$ cat config.mk
export PLATFORM = sky130hd
export DESIGN_NAME = spi_ram_arbiter
export DESIGN_NICKNAME = d
export VERILOG_FILES = /design/src/rtl/spi_ram_pkg.sv /design/src/rtl/rr_arb2.sv /design/src/rtl/spi_ram_arbiter.sv
export SDC_FILE = /design/constraint.sdc
export NUM_CORES = 1
export LEC_CHECK = 0
export ABC_CLOCK_PERIOD_IN_PS = 1400
export CAP_MARGIN = 30
export CORE_MARGIN = 2
export CORE_UTILIZATION = 56
export CTS_CLUSTER_DIAMETER = 30
export DETAILED_ROUTE_END_ITERATION = 10
export DONT_BUFFER_PORTS = 1
export PLACE_DENSITY = 0.74
export SLEW_MARGIN = 25
export SYNTH_ARGS = -nofsm -noshare
export SYNTH_HDL_FRONTEND = slang
export SYNTH_HIERARCHICAL = 1
export SYNTH_SLANG_ARGS = --single-unit
$ cat constraint.sdc
create_clock -name clk -period 1.4 [get_ports clk]
set_input_delay 0.28 -clock clk [delete_from_list [all_inputs] [get_ports clk]]
set_output_delay 0.28 -clock clk [all_outputs]
set_load 0.02 [all_outputs]
$ cat src/rtl/spi_ram_pkg.sv
// Shared types for the SPI/host RAM arbiter: SPI command encoding and
// read-owner tags used by the return pipeline.
package spi_ram_pkg;

  localparam int CMD_W = 2;

  typedef enum logic [CMD_W-1:0] {
    WR_ADDR = 2'b00,
    WR_DATA = 2'b01,
    RD_ADDR = 2'b10,
    RD_DATA = 2'b11
  } cmd_e;

  // Encoding doubles as the requester index in the arbiter's req/gnt vectors.
  typedef enum logic {
    OWN_SPI  = 1'b0,
    OWN_HOST = 1'b1
  } owner_e;

  // Data commands are the ones that turn into a RAM access.
  function automatic logic is_data_cmd(input cmd_e c);
    return (c == WR_DATA) || (c == RD_DATA);
  endfunction

endpackage

$ cat src/rtl/rr_arb2.sv
// Two-requester round-robin arbiter. Requester 0 is SPI, requester 1 is host.
// The pointer names the requester that wins the next tie; it moves to the
// other requester whenever a grant is taken.
module rr_arb2
  import spi_ram_pkg::*;
(
  input  logic       clk,
  input  logic       rst_n,
  input  logic [1:0] req,
  input  logic       advance,
  output logic [1:0] gnt
);

  owner_e ptr_q;

  // One-hot grant: a lone requester always wins, a tie goes to the pointer.
  always_comb begin
    gnt = 2'b00;
    case (req)
      2'b01:   gnt = 2'b01;
      2'b10:   gnt = 2'b10;
      2'b11:   gnt = (ptr_q == OWN_SPI) ? 2'b01 : 2'b10;
      default: gnt = 2'b00;
    endcase
  end

  // Pointer register: after a grant, favour the requester that did not win.
  always_ff @(posedge clk or negedge rst_n) begin
    if (!rst_n) begin
      ptr_q <= OWN_SPI;
    end else if (advance && (gnt != 2'b00)) begin
      ptr_q <= gnt[0] ? OWN_HOST : OWN_SPI;
    end
  end

endmodule

$ cat src/rtl/spi_ram_arbiter.sv
// Shares one single-port RAM between the SPI slave command path and a local
// host port. SPI words are decoded into address latches and a single pending
// access; host accesses arrive as valid/ready. A round-robin arbiter issues at
// most one RAM access per cycle and read data is routed back to its owner.
module spi_ram_arbiter
  import spi_ram_pkg::*;
#(
  parameter int MEM_DEPTH = 256,
  parameter int ADDR_SIZE = 8,
  parameter int DATA_W    = 8
) (
  input  logic                       clk,
  input  logic                       rst_n,
  input  logic [CMD_W+ADDR_SIZE-1:0] rx_data,
  input  logic                       rx_valid,
  output logic [DATA_W-1:0]          tx_data,
  output logic                       tx_valid,
  input  logic                       host_req,
  input  logic                       host_we,
  input  logic [ADDR_SIZE-1:0]       host_addr,
  input  logic [DATA_W-1:0]          host_wdata,
  output logic                       host_gnt,
  output logic                       host_rvalid,
  output logic [DATA_W-1:0]          host_rdata,
  output logic                       mem_en,
  output logic                       mem_we,
  output logic [ADDR_SIZE-1:0]       mem_addr,
  output logic [DATA_W-1:0]          mem_wdata,
  input  logic [DATA_W-1:0]          mem_rdata,
  output logic                       spi_overrun
);

  if (MEM_DEPTH > (1 << ADDR_SIZE)) begin : g_depth_chk
    $error("MEM_DEPTH does not fit in ADDR_SIZE address bits");
  end

  // SPI word decode
  logic                 rx_valid_q;
  logic                 rx_edge;
  cmd_e                 rx_cmd;
  logic [ADDR_SIZE-1:0] rx_payload;
  logic                 data_cmd;

  // SPI address latches and the single pending SPI access
  logic [ADDR_SIZE-1:0] wr_addr;
  logic [ADDR_SIZE-1:0] rd_addr;
  logic                 spi_pend;
  logic                 pend_we;
  logic [ADDR_SIZE-1:0] pend_addr;
  logic [DATA_W-1:0]    pend_wdata;

  // Arbitration
  logic [1:0] arb_req;
  logic [1:0] arb_gnt;
  logic       spi_win;
  logic       host_win;
  logic       read_win;

  // Read-owner tag pipeline and SPI read-data hold
  logic              vld_p0;
  logic              vld_p1;
  owner_e            own_p0;
  owner_e            own_p1;
  logic              spi_ret;
  logic              tx_valid_q;
  logic [DATA_W-1:0] tx_data_q;

  assign rx_cmd     = cmd_e'(rx_data[CMD_W+ADDR_SIZE-1 -: CMD_W]);
  assign rx_payload = rx_data[ADDR_SIZE-1:0];
  assign rx_edge    = rx_valid && !rx_valid_q;
  assign data_cmd   = rx_edge && is_data_cmd(rx_cmd);

  // A command captured this cycle only becomes a candidate next cycle, so a
  // simultaneous host request wins the cycle of the SPI edge.
  assign arb_req  = {host_req, spi_pend};
  assign spi_win  = arb_gnt[OWN_SPI];
  assign host_win = arb_gnt[OWN_HOST];
  assign host_gnt = host_win;
  assign read_win = (spi_win && !pend_we) || (host_win && !host_we);

  rr_arb2 u_arb (
    .clk     (clk),
    .rst_n   (rst_n),
    .req     (arb_req),
    .advance (|arb_req),
    .gnt     (arb_gnt)
  );

  // Registered copy of rx_valid; rx_valid is a level held for several cycles.
  always_ff @(posedge clk or negedge rst_n) begin
    if (!rst_n) begin
      rx_valid_q <= 1'b0;
    end else begin
      rx_valid_q <= rx_valid;
    end
  end

  // Address-setting commands only update the latches; no RAM access.
  always_ff @(posedge clk or negedge rst_n) begin
    if (!rst_n) begin
      wr_addr <= '0;
      rd_addr <= '0;
    end else if (rx_edge) begin
      if (rx_cmd == WR_ADDR) wr_addr <= rx_payload;
      if (rx_cmd == RD_ADDR) rd_addr <= rx_payload;
    end
  end

  // Pending SPI access: a data command arriving while one is still pending is
  // dropped (the older one is kept) and the sticky overrun flag is raised.
  always_ff @(posedge clk or negedge rst_n) begin
    if (!rst_n) begin
      spi_pend    <= 1'b0;
      pend_we     <= 1'b0;
      pend_addr   <= '0;
      pend_wdata  <= '0;
      spi_overrun <= 1'b0;
    end else begin
      if (spi_win) spi_pend <= 1'b0;
      if (data_cmd) begin
        if (spi_pend) begin
          spi_overrun <= 1'b1;
        end else begin
          spi_pend   <= 1'b1;
          pend_we    <= (rx_cmd == WR_DATA);
          pend_addr  <= (rx_cmd == WR_DATA) ? wr_addr : rd_addr;
          pend_wdata <= DATA_W'(rx_payload);
        end
      end
    end
  end

  // ---- stage p0: winner registered onto the RAM bus, read tag launched ----
  always_ff @(posedge clk or negedge rst_n) begin
    if (!rst_n) begin
      mem_en    <= 1'b0;
      mem_we    <= 1'b0;
      mem_addr  <= '0;
      mem_wdata <= '0;
      vld_p0    <= 1'b0;
      own_p0    <= OWN_SPI;
    end else begin
      mem_en <= spi_win || host_win;
      vld_p0 <= read_win;
      own_p0 <= spi_win ? OWN_SPI : OWN_HOST;
      if (spi_win) begin
        mem_we    <= pend_we;
        mem_addr  <= pend_addr;
        mem_wdata <= pend_wdata;
      end else if (host_win) begin
        mem_we    <= host_we;
        mem_addr  <= host_addr;
        mem_wdata <= host_wdata;
      end else begin
        mem_we    <= 1'b0;
      end
    end
  end

  // ---- stage p1: tag aligned with mem_rdata from the RAM ----
  always_ff @(posedge clk or negedge rst_n) begin
    if (!rst_n) begin
      vld_p1 <= 1'b0;
      own_p1 <= OWN_SPI;
    end else begin
      vld_p1 <= vld_p0;
      own_p1 <= own_p0;
    end
  end

  assign spi_ret     = vld_p1 && (own_p1 == OWN_SPI);
  assign host_rvalid = vld_p1 && (own_p1 == OWN_HOST);
  assign host_rdata  = host_rvalid ? mem_rdata : '0;
  assign tx_valid    = tx_valid_q || spi_ret;
  assign tx_data     = spi_ret ? mem_rdata : tx_data_q;

  // SPI read result is held until the next accepted SPI command.
  always_ff @(posedge clk or negedge rst_n) begin
    if (!rst_n) begin
      tx_valid_q <= 1'b0;
      tx_data_q  <= '0;
    end else if (spi_ret) begin
      tx_valid_q <= 1'b1;
      tx_data_q  <= mem_rdata;
    end else if (rx_edge) begin
      tx_valid_q <= 1'b0;
    end
  end

endmodule

# [Yosys cells after proc, flatten, opt, wreduce, memory -nomap -nowiden]
# Cells that the tools add are included.
[word_totals] inputBits=39 reg_bits=68
[op_classes] eq_ne=6 n_reduce_logical=22 n_mux=18 bitwise_logic=2
[op_table] op="2-to-1 mux 8 bit" count=7
[op_table] op="2-to-1 mux 1 bit" count=9
[op_table] op="equality test 2 bit (second input constant)" count=4
[op_table] op="AND reduction 2 bit" count=4
[op_table] op="logical AND 1 bit" count=7
[op_table] op="one-hot mux 2 bit (3 select lines)" count=1
[op_table] op="equality test 2 x 1 -> 1 bit (second input constant)" count=2
[op_table] op="logical OR 1 bit" count=4
[op_table] op="nonzero test 2 bit" count=2
[op_table] op="logical NOT 1 bit" count=3
[op_table] op="logical NOT 2 bit" count=1
[op_table] op="2-to-1 mux 2 bit" count=1
[op_table] op="NOT 1 bit" count=2
[op_table] op="OR reduction 2 bit" count=1

# [Longest topological paths before layout]
# Gate-level depths: netlist (run 1).
[depth] word_depth=5 mapped_depth=6

# [Cells and area by module]
# Netlist (run 1), hierarchy kept.
[modules_own_cells] mod="spi_ram_arbiter" area_each_um2=2787.7 instances=1 cells_per_inst=203
[modules_own_cells] mod="rr_arb2" area_each_um2=55.1 instances=1 cells_per_inst=6

# [Worst setup path after synthesis (run 1)]
# No wires, ideal clock.
[synth_timing] path_type="flip-flop to flip-flop" start="register spi_pend" end="register mem_addr[3]" setup_ps=135 required_time_ps=1265 t_arrival_ps=1640 slack_ps=-376 path_stages_with_launch=6 synth_period_minus_slack_ps=1776 cell_sequence="dfrtp_1 a21boi_1 buf_2 buf_2 mux2i_1 o21ai_0"
[synth_via] elab_chain_len=3
[synth_lines] item="start, declared" line_no="spi_ram_arbiter.sv:47" rtl="logic spi_pend;"
[synth_lines] item="start signal, assigned" line_no="spi_ram_arbiter.sv:113" rtl="spi_pend <= 1'b0;"
[synth_lines] item="start signal, assigned" line_no="spi_ram_arbiter.sv:119" rtl="if (spi_win) spi_pend <= 1'b0;"
[synth_lines] item="start signal, assigned" line_no="spi_ram_arbiter.sv:124" rtl="spi_pend <= 1'b1;"
[synth_lines] item="equality test 2 bit / equality test 2 x 1 -> 1 bit (equally long branches)" line_no="rr_arb2.sv:19" rtl="case (req)"
[synth_lines] item="one-hot mux 2 bit (3 select lines) (*)" line_no="rr_arb2.sv:19"
[synth_lines] item="named net host_gnt" line_no="spi_ram_arbiter.sv:22" rtl="output logic host_gnt,"
[synth_lines] item="nonzero test 2 bit (no source line) (*)"
[synth_lines] item="end signal, assigned" line_no="spi_ram_arbiter.sv:148" rtl="mem_addr <= pend_addr;"
[synth_lines] item="end signal, assigned" line_no="spi_ram_arbiter.sv:152" rtl="mem_addr <= host_addr;"
[synth_lines] item="end, declared" line_no="spi_ram_arbiter.sv:27" rtl="output logic [ADDR_SIZE-1:0] mem_addr,"
# Mark *: on every way through the listed nets, which the timed path passes. The rest lies on a longest branch.
# A chain may end at the register's enable or synchronous reset.

# [Worst setup path after layout (run 1)]
[layout_timing] start="register own_p1" end="output tx_data[3]"
[layout_via] elab_chain_len=3
[layout_lines] item="start, declared" line_no="spi_ram_arbiter.sv:63" rtl="owner_e own_p1;"
[layout_lines] item="start signal, assigned" line_no="spi_ram_arbiter.sv:167" rtl="own_p1 <= own_p0;"
[layout_lines] item="NOT 1 bit" line_no="spi_ram_arbiter.sv:171" rtl="assign spi_ret = vld_p1 && (own_p1 == OWN_SPI);"
[layout_lines] item="logical AND 1 bit" line_no="spi_ram_arbiter.sv:171"
[layout_lines] item="2-to-1 mux 8 bit"
[layout_lines] item="end, declared" line_no="spi_ram_arbiter.sv:16" rtl="output logic [DATA_W-1:0] tx_data,"
# No other way between the ends.

==> results.md, run 1 <==
- Status: finished, violations left
- Failing checks: negative hold slack, negative setup slack
- Slew headroom: 0.817
- Setup violations, final: 46
- Clock Latency Late Sink: 0.34 ns
- Final worst slack: -0.282 ns
- Crit Path Max Fanout: 5
- Mapped Nets: 248
- Max rail drop VDD: 1.17 mV
- CTS tree: done
- Die Ht: 75.3 um
- Num rows: 25
- # IOs: 77
- Mapped Cells: 209
- Final Slew Violations: 0
- Die span in x: 75.3 um
- Critical path type: register to output pin
- Pin count of the biggest net entering global routing: 69
- DRC violations left: 0
- Via density: 5.55
- Power, Total: 7980 uW
- H-tree levels: 3
- Drt first pass iters: 4
- Initial antenna violation count: 0
- Hold buffer count at CTS: 1
- Leakage: 0.00165 uW
- Final global-route overflow total: 0
- Port Buffers: 0
- RSZ-0062 raised after global routing: yes
- First-pass GRT wire length: 8470 um
- GP Congestion: 0.829
- Post-DRT Antenna Nets: 0
- Register share of total power: 0.455
- N_diodes: 0
- PwrDens: 2190 mW/mm^2
- Critical path required time: 1.12 ns
- Syn_area_per_cell: 13.6 sq um
- P&R area growth vs syn: 28.2%
- Vias in the first global route: 1707
- Clock Path Buffers: 2
- Multi-input logic area: 0.00128 sq mm
- WL per Instance: 19.4 um
- Final Cycle Share: 1.20
- Post-Layout Cell Count: 308
- Root Driver: clkbuf_8
- Std-Cell Core Area: 0.00482 sq mm
- Starting Density: 0.590
- Register-to-Register Path Depth: 7
- Layout cell share with drive strength beyond 1: 0.461
- Vias: 1710
- GRT Total Usage: 0.208
- Syn. warnings: 6
- Psw: 2750 uW
- Clk network pwr share: 0.204
- Detailed Route WL: 5990 um
- Post-DP HPWL: 3570 um
- Fin crit period: 1.68 ns
- Synthesized area: 0.00284 sq mm
- Worst hold slack: -0.369 ns
- Library cells used by synthesis: 25
- Reg clk slew, reported paths: 0.08 ns
- Sequential share of the synthesized area: 0.599
- Pint: 5240 uW
- Max-capacitance violation count: 0
- Hold/Removal Path Class: input pin to asynchronous set/reset pin
- Placed Instances: 277
- Final worst clock skew: 0.0119 ns
- Worst Tran Pin Value: 0.274 ns
- Reg area: 0.00170 sq mm
- Die area: 0.00566 sq mm
- NumNets Final: 275
- Combinational share of power: 0.342
- Startpoint class of the critical path: register
- Worst Setup End Kind: output pin
- WP data arrival: 1.40 ns
- Inserted Clock Buffers: 9
- Hold Fails Final Rpt: 68
- #FFs+latches synth: 68
- F_max: 595 MHz
- Sw Ratio: 0.344
- Sink Count: 68
- Fillcell total: 296
- Initial drt markers: 152
Yosys cell counts, drive strengths merged:
master / n / area share
a21boi: 2 / 0.0053
a21o: 2 / 0.0053
a21oi: 1 / 0.0018
a31oi: 1 / 0.0022
and2: 1 / 0.0022
and3: 8 / 0.018
and4bb: 1 / 0.0044
buf: 7 / 0.019
clkbuf: 4 / 0.0053
dfrtp: 68 / 0.60
inv: 4 / 0.0053
mux2: 48 / 0.19
mux2i: 17 / 0.060
nand2: 20 / 0.026
nand2b: 1 / 0.0022
nor2b: 1 / 0.0022
nor4b: 1 / 0.0084
nor4bb: 1 / 0.0035
o21ai: 17 / 0.030
o21bai: 1 / 0.0026
o22ai: 1 / 0.0022
or2: 2 / 0.0044
metal layers:
metal | GRT usage | part of all wire | up-vias
li1 | - | - | 784
met1 | 0.280 | 0.45 | 872
met5 | 0 | 0 | -
met2 | 0.311 | 0.49 | 47
met4 | 0.0994 | 0.012 | 0
met3 | 0.0629 | 0.050 | 7
metrics by stage:
stage / area, sq um / util / TNS, ns / hold WS [ns] / setup WS, ns
2_1_floorplan: 2900 / - / -0.290 / -0.0156 / -0.0362
3_3_place_gp: 3030 / 0.628 / 0 / -0.0140 / 0.0570
3_5_place_dp: 3030 / 0.628 / 0 / -0.0140 / 0.0231
4_1_cts: 3410 / 0.708 / -2.94 / -0.379 / -0.271
5_1_grt: 3640 / 0.756 / -7.09 / -0.396 / -0.333
6_report: 3640 / 0.756 / -4.13 / -0.369 / -0.282
logic make-up after synthesis:
| group | share of synthesized area |
|---|---|
| mux | 0.251 |
| simple gates | 0.0713 |
| flops | 0.599 |
| compound gates | 0.0493 |
| buf+inv | 0.0295 |
placed cells by master (no fill, tap or decap), drive strengths merged:
master and n:
dfrtp 68, mux2 48, buf 23, nand2 20
mux2i 17, o21ai 17, clkbuf 15, and3 8
inv 4, a21o 2, clkinv 2, a21boi 2
or2 2, nor2b 1, and2 1, and4bb 1
o22ai 1, nor4b 1, nor4bb 1, nand2b 1
o21bai 1, bufinv 1, clkinvlp 1, dlygate4sd3 1
a21oi 1, a31oi 1
sequential cells by signal, indices dropped and copies added, names as in the netlist:
signal / count
pend_wdata: 8
spi_overrun: 1
pend_we: 1
tx_data_q: 8
spi_pend: 1
own_p0: 1
mem_addr: 8
mem_wdata: 8
mem_en: 1
rd_addr: 8
mem_we: 1
tx_valid_q: 1
wr_addr: 8
own_p1: 1
vld_p1: 1
u_arb/ptr_q: 1
vld_p0: 1
pend_addr: 8
rx_valid_q: 1
worst paths after layout:
kind / slack, ns / end / start
min in group clk: 0.03 / vld_p0 / host_we
min reg2reg: 0.36 / vld_p1 / vld_p0
max reg2reg: -0.12 / mem_addr[2] / spi_pend
min: -0.37 / own_p0 / rst_n
max: -0.28 / tx_data[3] / own_p1
max in group asynchronous: 1.62 / rx_valid_q / rst_n
worst max-delay path, cell delays in order, from the launching register on:
cell and delay (ns):
dfrtp_1 0.41, nor2b_4 0.15, buf_6 0.15, mux2_4 0.35
area by class of cell:
type | instances | share of cell area
Clock inverter | 4 | 0.0130
Multi-Input combinational cell | 126 | 0.352
Inverter | 4 | 0.00412
Timing Repair Buffer | 27 | 0.0979
Tap cell | 67 | 0.0230
Clock buffer | 12 | 0.0426
Sequential cell | 68 | 0.467
what timing repair did:
| action | CTS | global route |
|---|---|---|
| setup buffers | 6 | 8 |
| endpoints found under the hold margin | 69 | 68 |
| cloned | 2 | 4 |
| gates resized for setup | 38 | 41 |
| pin swaps | 4 | 7 |
| setup endpoints to repair | 19 | 48 |
power by group through the flow:
stage          Combinational, uW  Clock [uW]  Sequential [uW]
2_1_floorplan               1570           0             3480
5_1_grt                     2910        1750             3720
6_report                    2730        1630             3630
4_1_cts                     2270        1650             3570
3_5_place_dp                1940           0             3600
3_3_place_gp                1870           0             3560
No activity file was read; power rests on OpenSTA's default activity.
==> run 2: changes to the inputs <==
--- a/config.mk
+++ b/config.mk
@@ -5,14 +5,14 @@
 export SDC_FILE = /design/constraint.sdc
 export NUM_CORES = 1
 export LEC_CHECK = 0
-export ABC_CLOCK_PERIOD_IN_PS = 1400
-export CAP_MARGIN = 30
+export ABC_CLOCK_PERIOD_IN_PS = 2090
+export CAP_MARGIN = 20
 export CORE_MARGIN = 2
-export CORE_UTILIZATION = 56
+export CORE_UTILIZATION = 67
 export CTS_CLUSTER_DIAMETER = 30
 export DETAILED_ROUTE_END_ITERATION = 10
 export DONT_BUFFER_PORTS = 1
-export PLACE_DENSITY = 0.74
+export PLACE_DENSITY = 0.83
 export SLEW_MARGIN = 25
 export SYNTH_ARGS = -nofsm -noshare
 export SYNTH_HDL_FRONTEND = slang
==> constraint.sdc (replaced) <==
create_clock -name clk -period 2.09 [get_ports clk]
set_input_delay 0.418 -clock clk [delete_from_list [all_inputs] [get_ports clk]]
set_output_delay 0.418 -clock clk [all_outputs]
set_load 0.02 [all_outputs]
==> results.md, run 2 (synthesized netlist as in run 1, its figures left out) <==
- Clock Latency Late Sink: 0.34 ns
- P&R area growth vs syn: 9.86%
- Die area: 0.00478 sq mm
- H-tree levels: 3
- Combinational share of power: 0.256
- Root Driver: clkbuf_8
- Hold path startpoint: rx_valid
- Post-DRT Antenna Nets: 0
- Setup violations, final: 0
- GRT Total Usage: 0.251
- Most frequent cells in the layout: 67 x dfrtp_1, 47 x mux2_2, 20 x nand2_1
- Layout cell share with drive strength beyond 1: 0.342
- Port Buffers: 0
- # IOs: 77
- Max rail drop VDD: 0.849 mV
- Critical path type: register to output pin
- CP max-delay cell: dfrtp_1
- WP data arrival: 1.56 ns
- Final worst clock skew: 0.00385 ns
- Max-capacitance violation count: 0
- Register-to-Register Path Depth: 2
- Std-Cell Core Area: 0.00403 sq mm
- Clk network pwr share: 0.214
- Worst Tran Pin Value: 0.516 ns
- Psw: 1650 uW
- Final Cycle Share: 0.947
- WL per Instance: 19.5 um
- Worst hold stages: 0
- CTS tree: done
- Commonest non-fill, non-tap cell in the layout: dfrtp_1
- Critical path required time: 1.67 ns
- Final Slew Violations: 0
- Initial drt markers: 114
- Slew headroom: 0.656
- FF-to-FF End: pend_addr[4]
- Largest stage delay, worst path: 0.46 ns
- Buffers & Inverters on Critical Path: 1
- Post-CTS Setup Bufs: 0
- Crit Path Max Fanout: 10
- Worst Setup End Kind: output pin
- Placed Instances: 254
- First-pass GRT wire length: 9090 um
- Post-DP HPWL: 3570 um
- Initial antenna violation count: 0
- Detailed Route WL: 5300 um
- Pint: 2920 uW
- Delay-heaviest family, CP: flip-flops
- Drt first pass iters: 4
- RSZ-0062 raised after global routing: no
- Pin count of the biggest net entering global routing: 69
- Leakage: 0.00141 uW
- Sink Count: 68
- Clock Path Buffers: 2
- Num rows: 23
- Inserted Clock Buffers: 9
- CP Cell Sequence: nor2b_1 -> buf_4 -> mux2_2
- Reg clk slew, reported paths: 0.07 ns
- GP Congestion: 0.751
- Startpoint class of the critical path: register
- Die span in x: 69.1 um
- Post-Layout Cell Count: 272
- Hold endpoint: rx_valid_q
- Sw Ratio: 0.361
- N_diodes: 0
- NumNets Final: 256
- Setup slack, reg-to-reg: 0.43 ns
- Fin crit period: 1.98 ns
- DRC violations left: 0
- Vias in the first global route: 1861
- Register share of total power: 0.530
- Die Ht: 69.1 um
- PwrDens: 1460 mW/mm^2
- Via density: 6.12
- Final global-route overflow total: 0
- Starting Density: 0.706
- Status: completed
- Hold Fails Final Rpt: 0
- F_max: 505 MHz
- Hold/Removal Path Class: input pin to register
- Worst r2r src: spi_pend
- Vias: 1664
- Post-route setup TNS: 0 ns
run 2: changes by cell type in the layout (fill, tap and decap cells not counted), sizes merged:
cell / before / now
buf: 23 / 7
bufinv: 1 / 0
clkinv: 2 / 1
clkinvlp: 1 / 0
run 2: cell type report:
class                   instances  area (sq um)
multi-input cells             126          1080
inverters                       4          15.0
well taps                      50          62.6
fillers                       253           906
repair buffers                  8          82.6
clock inverters                 1          5.00
flip-flops and latches         68          1700
clock buffers                  15           176
run 2: per-stage QoR:
step	worst slack, ns	cell area (sq um)	utilization	power (uW)	hold WS [ns]
finish	0.111	3120	0.775	4570	0.105
global route	0.00519	3120	0.775	4860	0.0780
CTS	0.0686	3120	0.775	4600	0.0960
detailed placement	0.432	2900	0.720	3590	0.124
global placement	0.513	2900	0.720	3480	0.124
floorplan	0.286	2840	-	3300	0.122
run 2: worst max-delay path by stage:
stage / end / slack (ns) / cells after the start / from
2_1_floorplan: mem_addr[3] / 0.29 / 5 / host_req
3_3_place_gp: pend_wdata[7] / 0.51 / 2 / spi_pend
3_5_place_dp: pend_wdata[1] / 0.43 / 2 / spi_pend
4_1_cts: tx_data[5] / 0.07 / 3 / vld_p1
5_1_grt: tx_data[5] / 0.005 / 3 / own_p1
6_report: tx_data[5] / 0.11 / 3 / own_p1
run 2: what timing repair did:
item | CTS | global route
setup endpoints to repair | 0 | 8
hold buffers | 2 | 0
endpoints found under the hold margin | 68 | 0
gates resized for setup | 0 | 1
run 2: power groups by stage:
| stage | clock network [uW] | logic (uW) | registers, uW |
|---|---|---|---|
| 2_1_floorplan | 0 | 983 | 2320 |
| 3_3_place_gp | 0 | 1090 | 2400 |
| 6_report | 978 | 1170 | 2420 |
| 3_5_place_dp | 0 | 1150 | 2440 |
| 5_1_grt | 1080 | 1300 | 2490 |
| 4_1_cts | 995 | 1190 | 2420 |
run 2: per-layer routing:
| layer | GRT usage | wire length, um | part of all wire |
|---|---|---|---|
| met1 | 0.306 | 2110 | 0.40 |
| met2 | 0.404 | 2720 | 0.51 |
| met3 | 0.107 | 410 | 0.077 |
| met4 | 0.0871 | 51 | 0.0096 |
| met5 | 0 | 0 | 0 |
==> run 3: changes to the inputs <==
--- a/config.mk
+++ b/config.mk
@@ -5,14 +5,16 @@
 export SDC_FILE = /design/constraint.sdc
 export NUM_CORES = 1
 export LEC_CHECK = 0
-export ABC_CLOCK_PERIOD_IN_PS = 2090
+export ABC_CLOCK_PERIOD_IN_PS = 1590
 export CAP_MARGIN = 20
+export CELL_PAD_IN_SITES_DETAIL_PLACEMENT = 0
+export CELL_PAD_IN_SITES_GLOBAL_PLACEMENT = 1
 export CORE_MARGIN = 2
-export CORE_UTILIZATION = 67
+export CORE_UTILIZATION = 45
 export CTS_CLUSTER_DIAMETER = 30
 export DETAILED_ROUTE_END_ITERATION = 10
 export DONT_BUFFER_PORTS = 1
-export PLACE_DENSITY = 0.83
+export PLACE_DENSITY_LB_ADDON = 0.1
 export SLEW_MARGIN = 25
 export SYNTH_ARGS = -nofsm -noshare
 export SYNTH_HDL_FRONTEND = slang
==> constraint.sdc (replaced) <==
create_clock -name clk -period 1.59 [get_ports clk]
set_input_delay 0.318 -clock clk [delete_from_list [all_inputs] [get_ports clk]]
set_output_delay 0.318 -clock clk [all_outputs]
set_load 0.02 [all_outputs]
==> results.md, run 3 (synthesized netlist as in run 1, its figures left out) <==
- Status: finished, violations left
- Failing checks: negative hold slack, negative setup slack
- Via density: 5.46
- Final worst slack: -0.0931 ns
- Pint: 4430 uW
- Hold buffer count at CTS: 1
- GRT Total Usage: 0.173
- Initial antenna violation count: 0
- Die Ht: 83.5 um
- Pin count of the biggest net entering global routing: 69
- Final global-route overflow total: 0
- Startpoint class of the critical path: register
- P&R area growth vs syn: 16.7%
- Crit Path Max Fanout: 5
- Leakage: 0.00150 uW
- F_max: 594 MHz
- Final Slew Violations: 0
- Detailed Route WL: 5500 um
- Fin crit period: 1.68 ns
- Hold/Removal Path Class: input pin to asynchronous set/reset pin
- Commonest non-fill, non-tap cell in the layout: dfrtp_1
- WP data arrival: 1.37 ns
- Std-Cell Core Area: 0.00603 sq mm
- CTS tree: done
- Post-DP HPWL: 3690 um
- PwrDens: 1990 mW/mm^2
- N_diodes: 0
- Placed cell area: 0.00299 sq mm
- WL per Instance: 18.1 um
- Clock Path Buffers: 2
- Reg clk slew, reported paths: 0.07 ns
- Clock Latency Late Sink: 0.33 ns
- Worst Setup End Kind: output pin
- GP Congestion: 0.755
- Port Buffers: 0
- NumNets Final: 263
- Layout cell share with drive strength beyond 1: 0.371
- Inserted Clock Buffers: 9
- Max-capacitance violation count: 0
- Post-route setup TNS: -0.727 ns
- Slew headroom: 0.838
- Most frequent cells in the layout: 68 x dfrtp_1, 39 x mux2_2, 20 x nand2_1
- Sw Ratio: 0.328
- Critical path required time: 1.27 ns
- Register share of total power: 0.474
- DRC violations left: 0
- Max rail drop VDD: 0.939 mV
- Die span in x: 83.5 um
- RSZ-0062 raised after global routing: yes
- Clk network pwr share: 0.264
- Design Area, Final: 0.00332 sq mm
- Starting Density: 0.472
- Worst Tran Pin Value: 0.243 ns
- Vias: 1659
- Die area: 0.00697 sq mm
- Setup violations, final: 8
- Worst hold slack: -0.328 ns
- First-pass GRT wire length: 9320 um
- Combinational share of power: 0.263
- Root Driver: clkbuf_8
- Num rows: 28
- Post-Layout Cell Count: 304
- Post-DRT Antenna Nets: 0
- Psw: 2170 uW
- Hold Fails Final Rpt: 68
- Final Cycle Share: 1.06
- Vias in the first global route: 1824
- H-tree levels: 3
- Drt first pass iters: 4
- Final worst clock skew: 0.0104 ns
- Sink Count: 68
- Placed Instances: 285
- Critical path type: register to output pin
- Initial drt markers: 81
- # IOs: 77
[run 3: layout make-up]
class | instances | area, sq um
tap | 75 | 93.8
multi-input combinational | 126 | 1120
inverter | 4 | 15.0
sequential | 68 | 1700
fill | 508 | 2710
timing repair buffer | 15 | 139
clock buffer | 12 | 155
clock inverter | 4 | 95.1
[run 3: path summary, 6_finish.rpt]
kind	start	to	slack (ns)	depth (start not counted)
hold / removal	rst_n	mem_wdata[4]	-0.33	0
setup reg to reg	rx_valid_q	pend_addr[3]	0.16	3
max in group asynchronous	rst_n	pend_wdata[5]	1.82	0
hold reg to reg	vld_p0	vld_p1	0.35	0
setup / recovery	own_p1	tx_data[7]	-0.09	3
min in group clk	rx_data[9]	pend_we	0.08	1
[run 3: per-stage QoR]
stage,worst slack (ns),util,power [uW]
after floorplan,0.00604,-,4350
after global placement,0.188,0.496,4710
after detailed placement,0.158,0.496,4790
after CTS,-0.114,0.549,6680
after global routing,-0.156,0.551,7010
final,-0.0931,0.551,6600
[run 3: what timing repair did]
action	CTS	global route
gates resized for setup	15	0
hold endpoints to repair	69	68
endpoints found under the setup margin	10	10
gates cloned	1	0
pin swaps	1	2
setup buffers	0	1
[run 3: critical path: stages, from the launching register on]
cell and delay, ns:
dfrtp_1 0.40, nor2b_4 0.14, buf_6 0.14, mux2_4 0.35
[run 3: power groups by stage]
stage / logic [uW] / registers, uW / clock network (uW)
2_1_floorplan: 1300 / 3050 / 0
3_3_place_gp: 1580 / 3130 / 0
3_5_place_dp: 1650 / 3140 / 0
4_1_cts: 1760 / 3140 / 1790
5_1_grt: 1910 / 3220 / 1880
6_report: 1730 / 3130 / 1740
[run 3: per-layer routing]
metal / routed length (um) / global-route usage / up-vias
met4: 117 / 0.0924 / 0
met3: 398 / 0.0504 / 12
met2: 2670 / 0.278 / 68
met1: 2320 / 0.211 / 822
li1: - / - / 757
met5: 0 / 0 / -
